`src/rtl/fetch_controller.sv`:
```
// Instruction-fetch sequencer for the IF stage: one read per PC over a valid/ready request
// channel, latches the returned word and signals IF_DONE; abandons in-flight fetches on flush.
module fetch_controller #(
  parameter int unsigned         ADDR_W   = 32,
  parameter int unsigned         DATA_W   = 32,
  parameter logic [DATA_W-1:0]   NOP_INST = 32'h0000_0013
) (
  input  logic              clk,
  input  logic              rst,
  input  logic [ADDR_W-1:0] pc,
  input  logic              MEM_DONE,
  input  logic              stall,
  input  logic              flush,
  output logic              im_req_valid,
  input  logic              im_req_ready,
  output logic [ADDR_W-1:0] im_req_addr,
  input  logic              im_rsp_valid,
  input  logic [DATA_W-1:0] im_rsp_data,
  output logic              IF_DONE,
  output logic [DATA_W-1:0] inst,
  output logic              inst_valid
);

  typedef enum logic [2:0] {StIdle, StReq, StWait, StDone, StDrop} state_e;

  state_e              state_q, state_d;
  logic [DATA_W-1:0]   inst_q, inst_d;
  logic                inst_valid_q, inst_valid_d;
  logic                unused_pc_lsb;

  assign unused_pc_lsb = ^pc[1:0];

  always_comb begin
    state_d      = state_q;
    inst_d       = inst_q;
    inst_valid_d = inst_valid_q;
    im_req_valid = 1'b0;
    IF_DONE      = 1'b0;
    unique case (state_q)
      StIdle: state_d = StReq;
      StReq: begin
        im_req_valid = 1'b1;
        if (im_req_ready) state_d = StWait;
      end
      StWait: begin
        // Flush completes the slot immediately; a late response must still be drained.
        if (flush && MEM_DONE) begin
          IF_DONE      = 1'b1;
          inst_valid_d = 1'b0;
          state_d      = im_rsp_valid ? StReq : StDrop;
        end else if (im_rsp_valid) begin
          inst_d       = im_rsp_data;
          inst_valid_d = 1'b1;
          state_d      = StDone;
        end
      end
      StDone: begin
        IF_DONE = 1'b1;
        if (MEM_DONE && (flush || !stall)) begin
          inst_valid_d = 1'b0;
          state_d      = StReq;
        end
      end
      StDrop: begin
        if (im_rsp_valid) state_d = StReq;
      end
      default: state_d = StIdle;
    endcase
  end

  always_ff @(posedge clk or negedge rst) begin
    if (!rst) begin
      state_q      <= StIdle;
      inst_q       <= NOP_INST;
      inst_valid_q <= 1'b0;
    end else begin
      state_q      <= state_d;
      inst_q       <= inst_d;
      inst_valid_q <= inst_valid_d;
    end
  end

  assign im_req_addr = {pc[ADDR_W-1:2], 2'b00};
  assign inst        = inst_valid_q ? inst_q : NOP_INST;
  assign inst_valid  = inst_valid_q;

`ifndef SYNTHESIS
  // A response is only legal while a request is outstanding.
  always_ff @(posedge clk) begin
    if (rst) assert (!im_rsp_valid || state_q == StWait || state_q == StDrop);
  end
`endif

endmodule
```
`config.mk`:
```
export PLATFORM = sky130hd
export DESIGN_NAME = fetch_controller
export DESIGN_NICKNAME = d
export VERILOG_FILES = /design/src/rtl/fetch_controller.sv
export SDC_FILE = /design/constraint.sdc
export NUM_CORES = 1
export LEC_CHECK = 0
export ABC_CLOCK_PERIOD_IN_PS = 1450
export CORE_AREA = 2 2 76 92
export CTS_CLUSTER_DIAMETER = 80
export CTS_CLUSTER_SIZE = 40
export DETAILED_ROUTE_END_ITERATION = 12
export DIE_AREA = 0 0 78 94
export PLACE_DENSITY = 0.75
export SLEW_MARGIN = 10
export SYNTH_ARGS = -nofsm -noshare
export SYNTH_HDL_FRONTEND = slang
export SYNTH_SLANG_ARGS = --single-unit
```
`constraint.sdc`:
```
create_clock -name clk -period 1.45 [get_ports clk]
set_clock_uncertainty 0.2 [all_clocks]
set_input_delay 0.29 -clock clk [delete_from_list [all_inputs] [get_ports clk]]
set_output_delay 0.29 -clock clk [all_outputs]
set_load 0.01 [all_outputs]
```
### Word-level counts from Yosys, hierarchy flattened

Cells that the tools add are included.

* equal/unequal tests: 8
* multiplexer cells: 15
* bitwise operators: 1
* reduce and logical (&&, ||, !) cells: 9

Operators with widths (count)
* two-way mux 32 bit: 1
* two-way mux 3 bit: 6
* one-hot mux 3 bit (5 select lines): 1
* equality test 3 x 2 -> 1 bit (second input constant): 2
* inequality test 2 bit (second input constant): 3
* AND reduction 3 bit: 2
* two-way mux 1 bit: 5
* one-hot mux 1 bit (2 select lines): 2
* AND reduction 4 bit: 1
* equality test 3 x 1 -> 1 bit (second input constant): 1
* equality test 3 bit (second input constant): 1
* zero test 3 bit: 1
* inequality test 3 bit (second input constant): 1
* logical AND 1 bit: 2
* nonzero test 2 bit: 1
* zero test 1 bit: 1
* logical OR 1 bit: 1
* inverter 1 bit: 1

* bits in registers: 36
* output and inout port bits: 67
* logic and storage cells: 36

### Longest topological paths before layout

Gate-level depths: netlist of the first run.

* word-level depth: 5
* depth in mapped cells: 4
* mapped depth without buffers: 3

### Least setup slack after synthesis of the first run

No wires, ideal clock.

* kind: reg-to-reg
* start: register state_q[2]
* end: register inst_q[10]
* library setup time: 0.125 ns
* data arrival time: 1.216 ns
* required time: 1.125 ns
* path slack: -0.091 ns
* cell stages (with the launch flop): 5
* path buffers: 1
* path through: dfrtp_1 and2b_4 nand3_4 buf_6 mux2_4

* cells in the longest elaborated chain, start to end: 2

Ends and longest elaborated chain
* from (decl): RTL line 26 `state_e state_q, state_d;`
* from (signal assigned): RTL line 73 `state_q <= StIdle;`
* from (signal assigned): RTL line 77 `state_q <= state_d;`
* equality test 3 x 2 -> 1 bit: RTL line 39 `unique case (state_q)`
* AND reduction 3 bit (no source line)
* to (signal assigned): RTL line 78 `inst_q <= inst_d;`
* to (decl): RTL line 27 `logic [DATA_W-1:0] inst_q, inst_d;`

Every way passes these cells.
A chain may end at the register's enable or synchronous reset.

### Worst setup path in the final report of the first run

* start: register state_q[2]
* end: register inst_q[11]

Same word-level chain as after synthesis.

==> results of run 1 <==
[layout by cell type, fill, tap and decap left out, drive strengths merged, types with 2 or more instances in the layout]
cell type | synthesis | layout
and2 | 30 | 30
buf | 35 | 71
clkbuf | 3 | 8
clkdlybuf4s50 | 0 | 37
conb | 1 | 2
dfrtp | 33 | 33
dfstp | 3 | 3
inv | 2 | 2
mux2 | 32 | 32
nand2b | 4 | 4
nor2b | 4 | 4
o21ai | 3 | 3
[metrics by stage]
step | hold slack [ns] | setup WS, ns | std cells | power, uW | util (%)
6_report | 0.307 | -0.276 | 326 | 6510 | 49.2
3_5_place_dp | 0.0704 | -0.618 | 302 | 4910 | 42.9
4_1_cts | 0.304 | -0.299 | 324 | 6160 | 47.1
5_1_grt | 0.316 | -0.327 | 326 | 6930 | 49.2
3_3_place_gp | 0.0696 | -0.630 | 302 | 4880 | 42.9
2_1_floorplan | -0.206 | -0.0909 | 162 | 3390 | -
[report_power, final]
part	leakage [uW]	switching [uW]	internal, uW
Sequential	0.000429	293	1520
Combinational	0.00108	1240	2730
Clock	0.0000455	339	388
Total	0.00155	1870	4640
[critical path: cells and delay by family (launching register included)]
kind	cells	cell delay [ns]
buf+inv	2	0.32
flops	1	0.39
mux	1	0.30
simple gates	2	0.39
[registers in the layout, indices dropped and copies added, names as in the netlist]
name	count
inst_q	32
state_q	3
inst_valid	1
[metal layers]
metal / vias up / wire length, um
met5: - / 0
met4: 0 / 85
met3: 15 / 309
met2: 54 / 2180
met1: 675 / 1800
li1: 655 / -
[path summary, 6_finish.rpt]
kind	end	depth (start not counted)
max in group asynchronous	inst_q[1]	3
hold / removal	inst_q[19]	3
setup / recovery	inst_q[11]	5
setup reg to reg	inst_q[11]	5
min in group clk	inst_q[16]	1
hold reg to reg	inst_q[16]	1
[what timing repair did]
action | 4_1_cts | 5_1_grt
endpoints found under the setup margin | 67 | 68
gates cloned | 3 | 0
hold endpoints to repair | 36 | 0
hold buffers | 1 | 0
resized for setup | 193 | 29
buffers inserted | 10 | 3
[cells by family after synthesis]
| logic type | Yosys count | synth area share, % |
|---|---|---|
| buf+inv | 40 | 14.6 |
| simple gates | 43 | 13.8 |
| compound gates | 9 | 3.17 |
| mux | 32 | 23.3 |
| other cells | 1 | 0.186 |
| flops | 36 | 45.0 |
[area by class of cell]
type                       count  share of cell area (%)
clock buffer                   8                    2.86
inverter                       2                   0.238
multi-input combinational     86                    29.2
sequential                    36                    28.7
tap                           85                    3.37
timing repair buffer         109                    35.6
==> flow_summary.json, run 1 <==
{
  "run_status": "finished, violations left",
  "violations": "negative setup slack",
  "via_per_inst": 4.29,
  "cts.htree.levels": 2,
  "max_cap_viol_count": 0,
  "ys_seq_elements": 36,
  "start_util_pct": 31.4,
  "p_per_area_mw_per_mm2": 2060,
  "type_of_destination_of_the_critical_path": "flop",
  "ff_latch_area_um2": 906,
  "routedWlPerCell_um": 13.4,
  "worst_setup_hold_path_clk_slew_ns": 0.07,
  "synth_sequential_area_ratio_pct": 45.0,
  "io_pins": 138,
  "grt_pass1_vias": 1519,
  "finalWeightedCongestion": 0.766,
  "tritoncts": "built",
  "detailroute.via_count": 1399,
  "synth_area_leader_cell": "dfrtp_1",
  "yosysMostFrequentCell": "dfrtp_1",
  "yosys-top-cells-count": "33 x dfrtp_1, 32 x buf_4, 30 x and2_1",
  "critPathArrivalTime_ns": 1.69,
  "detailedRoute.firstIterationViolations": 27,
  "netlist-cell-type-count": 24,
  "critical-path-slowest-cell": "dfrtp_1",
  "cts-root-to-sink-buffers": 2,
  "layout_min_cycle_time_ns": 1.73,
  "timing.critical_path.fanout_max": 18,
  "clkLatencyLatePin_ns": 0.28,
  "route.final.wire_length_mm": 4.37,
  "static-leakage-power_uw": 0.00155,
  "grtUsageMet1_pct": 15.0,
  "postLayoutCellArea_mm2": 0.00315,
  "ys_dominant_reg_cell": "dfrtp_1",
  "place.port_buffers": 73,
  "coreArea_mm2": 0.00641,
  "rsz0062_at_grt": "yes",
  "critical_path.cell_chain": "buf_6, and2b_4, nand3_4, buf_12, mux2_4",
  "grt_most_used_layer": "met2",
  "drc_errors": 0,
  "number_of_antenna_violations_at_the_first_check_in_global_routing": 0,
  "num_antenna_cells": 0,
  "max_stage_delay_ns": 0.39,
  "synth.top_cells.by_area": "dfrtp_1 41%, mux2_4 22%, buf_4 12%, and2_1 9.3%, dfstp_2 3.9%",
  "tritoncts.num_buffers": 5,
  "fmax_ghz": 0.580,
  "worst_ir_drop_vdd_v": 0.000822,
  "pin_count_of_the_biggest_net_entering_global_routing": 37,
  "worst_slack_ns": -0.276,
  "met2_resource_use_gr_pct": 20.7,
  "drtPass1Iterations": 4,
  "die_width_um": 78,
  "timing.critical_path.required_ns": 1.42,
  "clockRootBuffer": "clkbuf_8",
  "post_synthesis_area_per_instance_um2": 12.5,
  "critical_path_class": "reg -> reg",
  "detailedPlacementHpwl_mm": 2.91,
  "clock_tree_sinks": 36,
  "grt_remaining_overflow": 0,
  "fin_crit_sh_pct": 119,
  "r2r_start": "state_q[2]",
  "ys_async_sr_fraction_pct": 100,
  "timing_max_transition_violations_final": 0,
  "yosys_warnings": 0,
  "share_of_final_layout_standard_cells_stronger_than_drive_strength_1_pct": 61.4,
  "grt_pass1_wl_mm": 7.09,
  "setup_viol_count_final": 68,
  "r2r_slack_ns": -0.28,
  "multiInputGateArea_um2": 921,
  "die_height_um": 94,
  "synth.cell_area_mm2": 0.00201,
  "crit_path_start": "state_q[2]",
  "fin_nets": 311,
  "die-area_mm2": 0.00733,
  "core.rowCount": 32,
  "worst_hold_path_type": "in -> async",
  "hold_viol_final": 0,
  "dpl_cell_area_mm2": 0.00275,
  "totalNegativeSetupSlack_ns": -15.44,
  "met3_usage_pct": 3.46,
  "num-fill-cells": 594,
  "global_route.usage.total_pct": 12.5,
  "synth_cells": 161,
  "area.growth.synth_to_final_pct": 56.7,
  "synth_top_area_share_pct": 41.0,
  "crit_path_start_kind": "flop",
  "antenna_violating_nets_post_route": 0,
  "synth_edf_count": 0
}
(Power assumes the default switching activity.)
==> run 2: changes to the inputs <==
Settings changed: SETUP_SLACK_MARGIN from default to 0.05.
==> run 2 against run 1 <==
Compared with the run above:
- core utilization rose by 0.18 points
- the run still ends with negative setup slack left
- critical path depth unchanged
- largest cell class unchanged
- critical path type unchanged
- largest power group unchanged
- register-to-register slack hardly changed
==> flow_summary.json, run 2 (same netlist as run 1, synthesis figures left out) <==
{
  "place.port_buffers": 73,
  "detailedRoute.firstIterationViolations": 40,
  "fin_nets": 312,
  "via_per_inst": 4.28,
  "largest_reg_flops": 32,
  "grtUsageMet1_pct": 15.0,
  "die_width_um": 78,
  "cts.htree.levels": 2,
  "tritoncts.num_buffers": 5,
  "top_reg_by_flops": "inst_q",
  "critPathArrivalTime_ns": 1.69,
  "sw_frac_of_total_pct": 28.7,
  "fmax_ghz": 0.580,
  "met2_resource_use_gr_pct": 20.7,
  "die_height_um": 94,
  "layout.cells.most_common_list": "42 x buf_6, 37 x clkdlybuf4s50_1, 32 x dfrtp_1",
  "drtPass1Iterations": 4,
  "clockRootBuffer": "clkbuf_8",
  "tritoncts": "built",
  "max_cap_viol_count": 0,
  "switchingPower_uw": 1870,
  "num-fill-cells": 593,
  "fin_util_pct": 49.4,
  "worst_slack_ns": -0.276,
  "p_per_area_mw_per_mm2": 2070,
  "crit_path_start_kind": "flop",
  "route.final.wire_length_mm": 4.37,
  "timing.critical_path.required_ns": 1.42,
  "pin_count_of_the_biggest_net_entering_global_routing": 37,
  "mostFrequentLayoutCell": "buf_6",
  "critical_path.cell_chain": "buf_6, and2b_4, nand3_4, buf_12, mux2_4",
  "timing_max_transition_violations_final": 0,
  "drc_errors": 0,
  "area.growth.synth_to_final_pct": 57.3,
  "run_status": "finished, violations left",
  "grt_remaining_overflow": 0,
  "core.rowCount": 32,
  "critical_path_class": "reg -> reg",
  "timing.critical_path.fanout_max": 18,
  "share_of_final_layout_standard_cells_stronger_than_drive_strength_1_pct": 61.6,
  "cell_count_final_fillers_out": 327,
  "worst_hold_path_type": "in -> async",
  "detailroute.via_count": 1401,
  "setup_viol_count_final": 68,
  "detailedPlacementHpwl_mm": 2.91,
  "global_route.usage.total_pct": 12.5,
  "worst_ir_drop_vdd_v": 0.000822,
  "place.detailed.instances": 302,
  "worst_setup_hold_path_clk_slew_ns": 0.07,
  "intPower_uw": 4660,
  "met3_usage_pct": 3.46,
  "num_antenna_cells": 0,
  "grt_pass1_wl_mm": 7.09,
  "critical-path-slowest-cell": "dfrtp_1",
  "coreArea_mm2": 0.00641,
  "cts-root-to-sink-buffers": 2,
  "seq_power_share_pct": 27.8,
  "die-area_mm2": 0.00733,
  "clkLatencyLatePin_ns": 0.28,
  "fin_crit_sh_pct": 119,
  "clock_tree_sinks": 36,
  "number_of_antenna_violations_at_the_first_check_in_global_routing": 0,
  "rsz0062_at_grt": "yes",
  "grt_pass1_vias": 1519,
  "type_of_destination_of_the_critical_path": "flop",
  "io_pins": 138,
  "routedWlPerCell_um": 13.4,
  "antenna_violating_nets_post_route": 0,
  "combPwrFrac_pct": 61.1,
  "static-leakage-power_uw": 0.00156,
  "layout_min_cycle_time_ns": 1.73,
  "max_stage_delay_ns": 0.39,
  "proportion_of_power_drawn_by_the_clock_network_pct": 11.1,
  "violations": "negative setup slack",
  "finalWeightedCongestion": 0.766,
  "hold_viol_final": 0,
  "grt_most_used_layer": "met2",
  "start_util_pct": 31.4
}
## run 2: cell count changes in the layout (fill, tap and decap cells not counted)
cell,before,now
o21ai_1,0,1
buf_6,41,42
o21ai_0,3,2
## run 2: what timing repair did
action	CTS	global route
resized for setup	193	31
hold buffers	1	0
setup buffers	10	4
endpoints found under the setup margin	67	69
pin swaps	0	1
hold endpoints to repair	36	0
cloned	3	0
## run 2: layout make-up
class / count / area (um^2) / share of cell area [%]
inverter: 2 / 7.51 / 0.237
multi-input combinational: 86 / 921 / 29.1
clock buffer: 8 / 90.1 / 2.85
tap: 85 / 106 / 3.36
sequential: 36 / 906 / 28.6
timing repair buffer: 110 / 1130 / 35.8
## run 2: power groups by stage
stage	clock network, uW	registers, uW	logic [uW]
2_1_floorplan	0	1730	1650
3_3_place_gp	0	1770	3110
3_5_place_dp	0	1780	3130
4_1_cts	766	1800	3600
5_1_grt	810	1900	4250
6_report	727	1820	3990
## run 2: metrics by stage
stage	total power [uW]	cell area [um^2]	hold slack (ns)	TNS [ns]	setup slack [ns]
3_5_place_dp	4910	2750	0.0704	-23.93	-0.618
5_1_grt	6960	3160	0.316	-18.73	-0.327
3_3_place_gp	4880	2750	0.0696	-23.52	-0.630
6_report	6540	3160	0.307	-15.47	-0.276
2_1_floorplan	3390	2020	-0.206	-2.53	-0.0909
4_1_cts	6160	3020	0.304	-16.98	-0.299
## run 2: path summary, 6_finish.rpt
check | to | cells past startpoint | slack [ns] | from
max in group asynchronous | inst_q[1] | 3 | 0.50 | rst
setup reg to reg | inst_q[11] | 5 | -0.28 | state_q[2]
setup / recovery | inst_q[11] | 5 | -0.28 | state_q[2]
hold / removal | inst_q[19] | 3 | 0.31 | rst
hold reg to reg | inst_q[16] | 1 | 0.31 | inst_q[16]
min in group clk | inst_q[16] | 1 | 0.31 | inst_q[16]
## run 2: worst max-delay path, delay by kind of cell (launching register included)
family	cells	cell delay, ns
and+or+nand+nor	2	0.39
buffers and inverters	2	0.32
DFF	1	0.39
muxes	1	0.30
## run 2: layer usage
| layer | share of wire (%) | vias to the layer above | wire (um) |
|---|---|---|---|
| met2 | 50 | 54 | 2190 |
| met4 | 1.9 | 0 | 85 |
| met3 | 7.1 | 15 | 309 |
| met1 | 41 | 675 | 1790 |
| met5 | 0 | - | 0 |
| li1 | - | 657 | - |
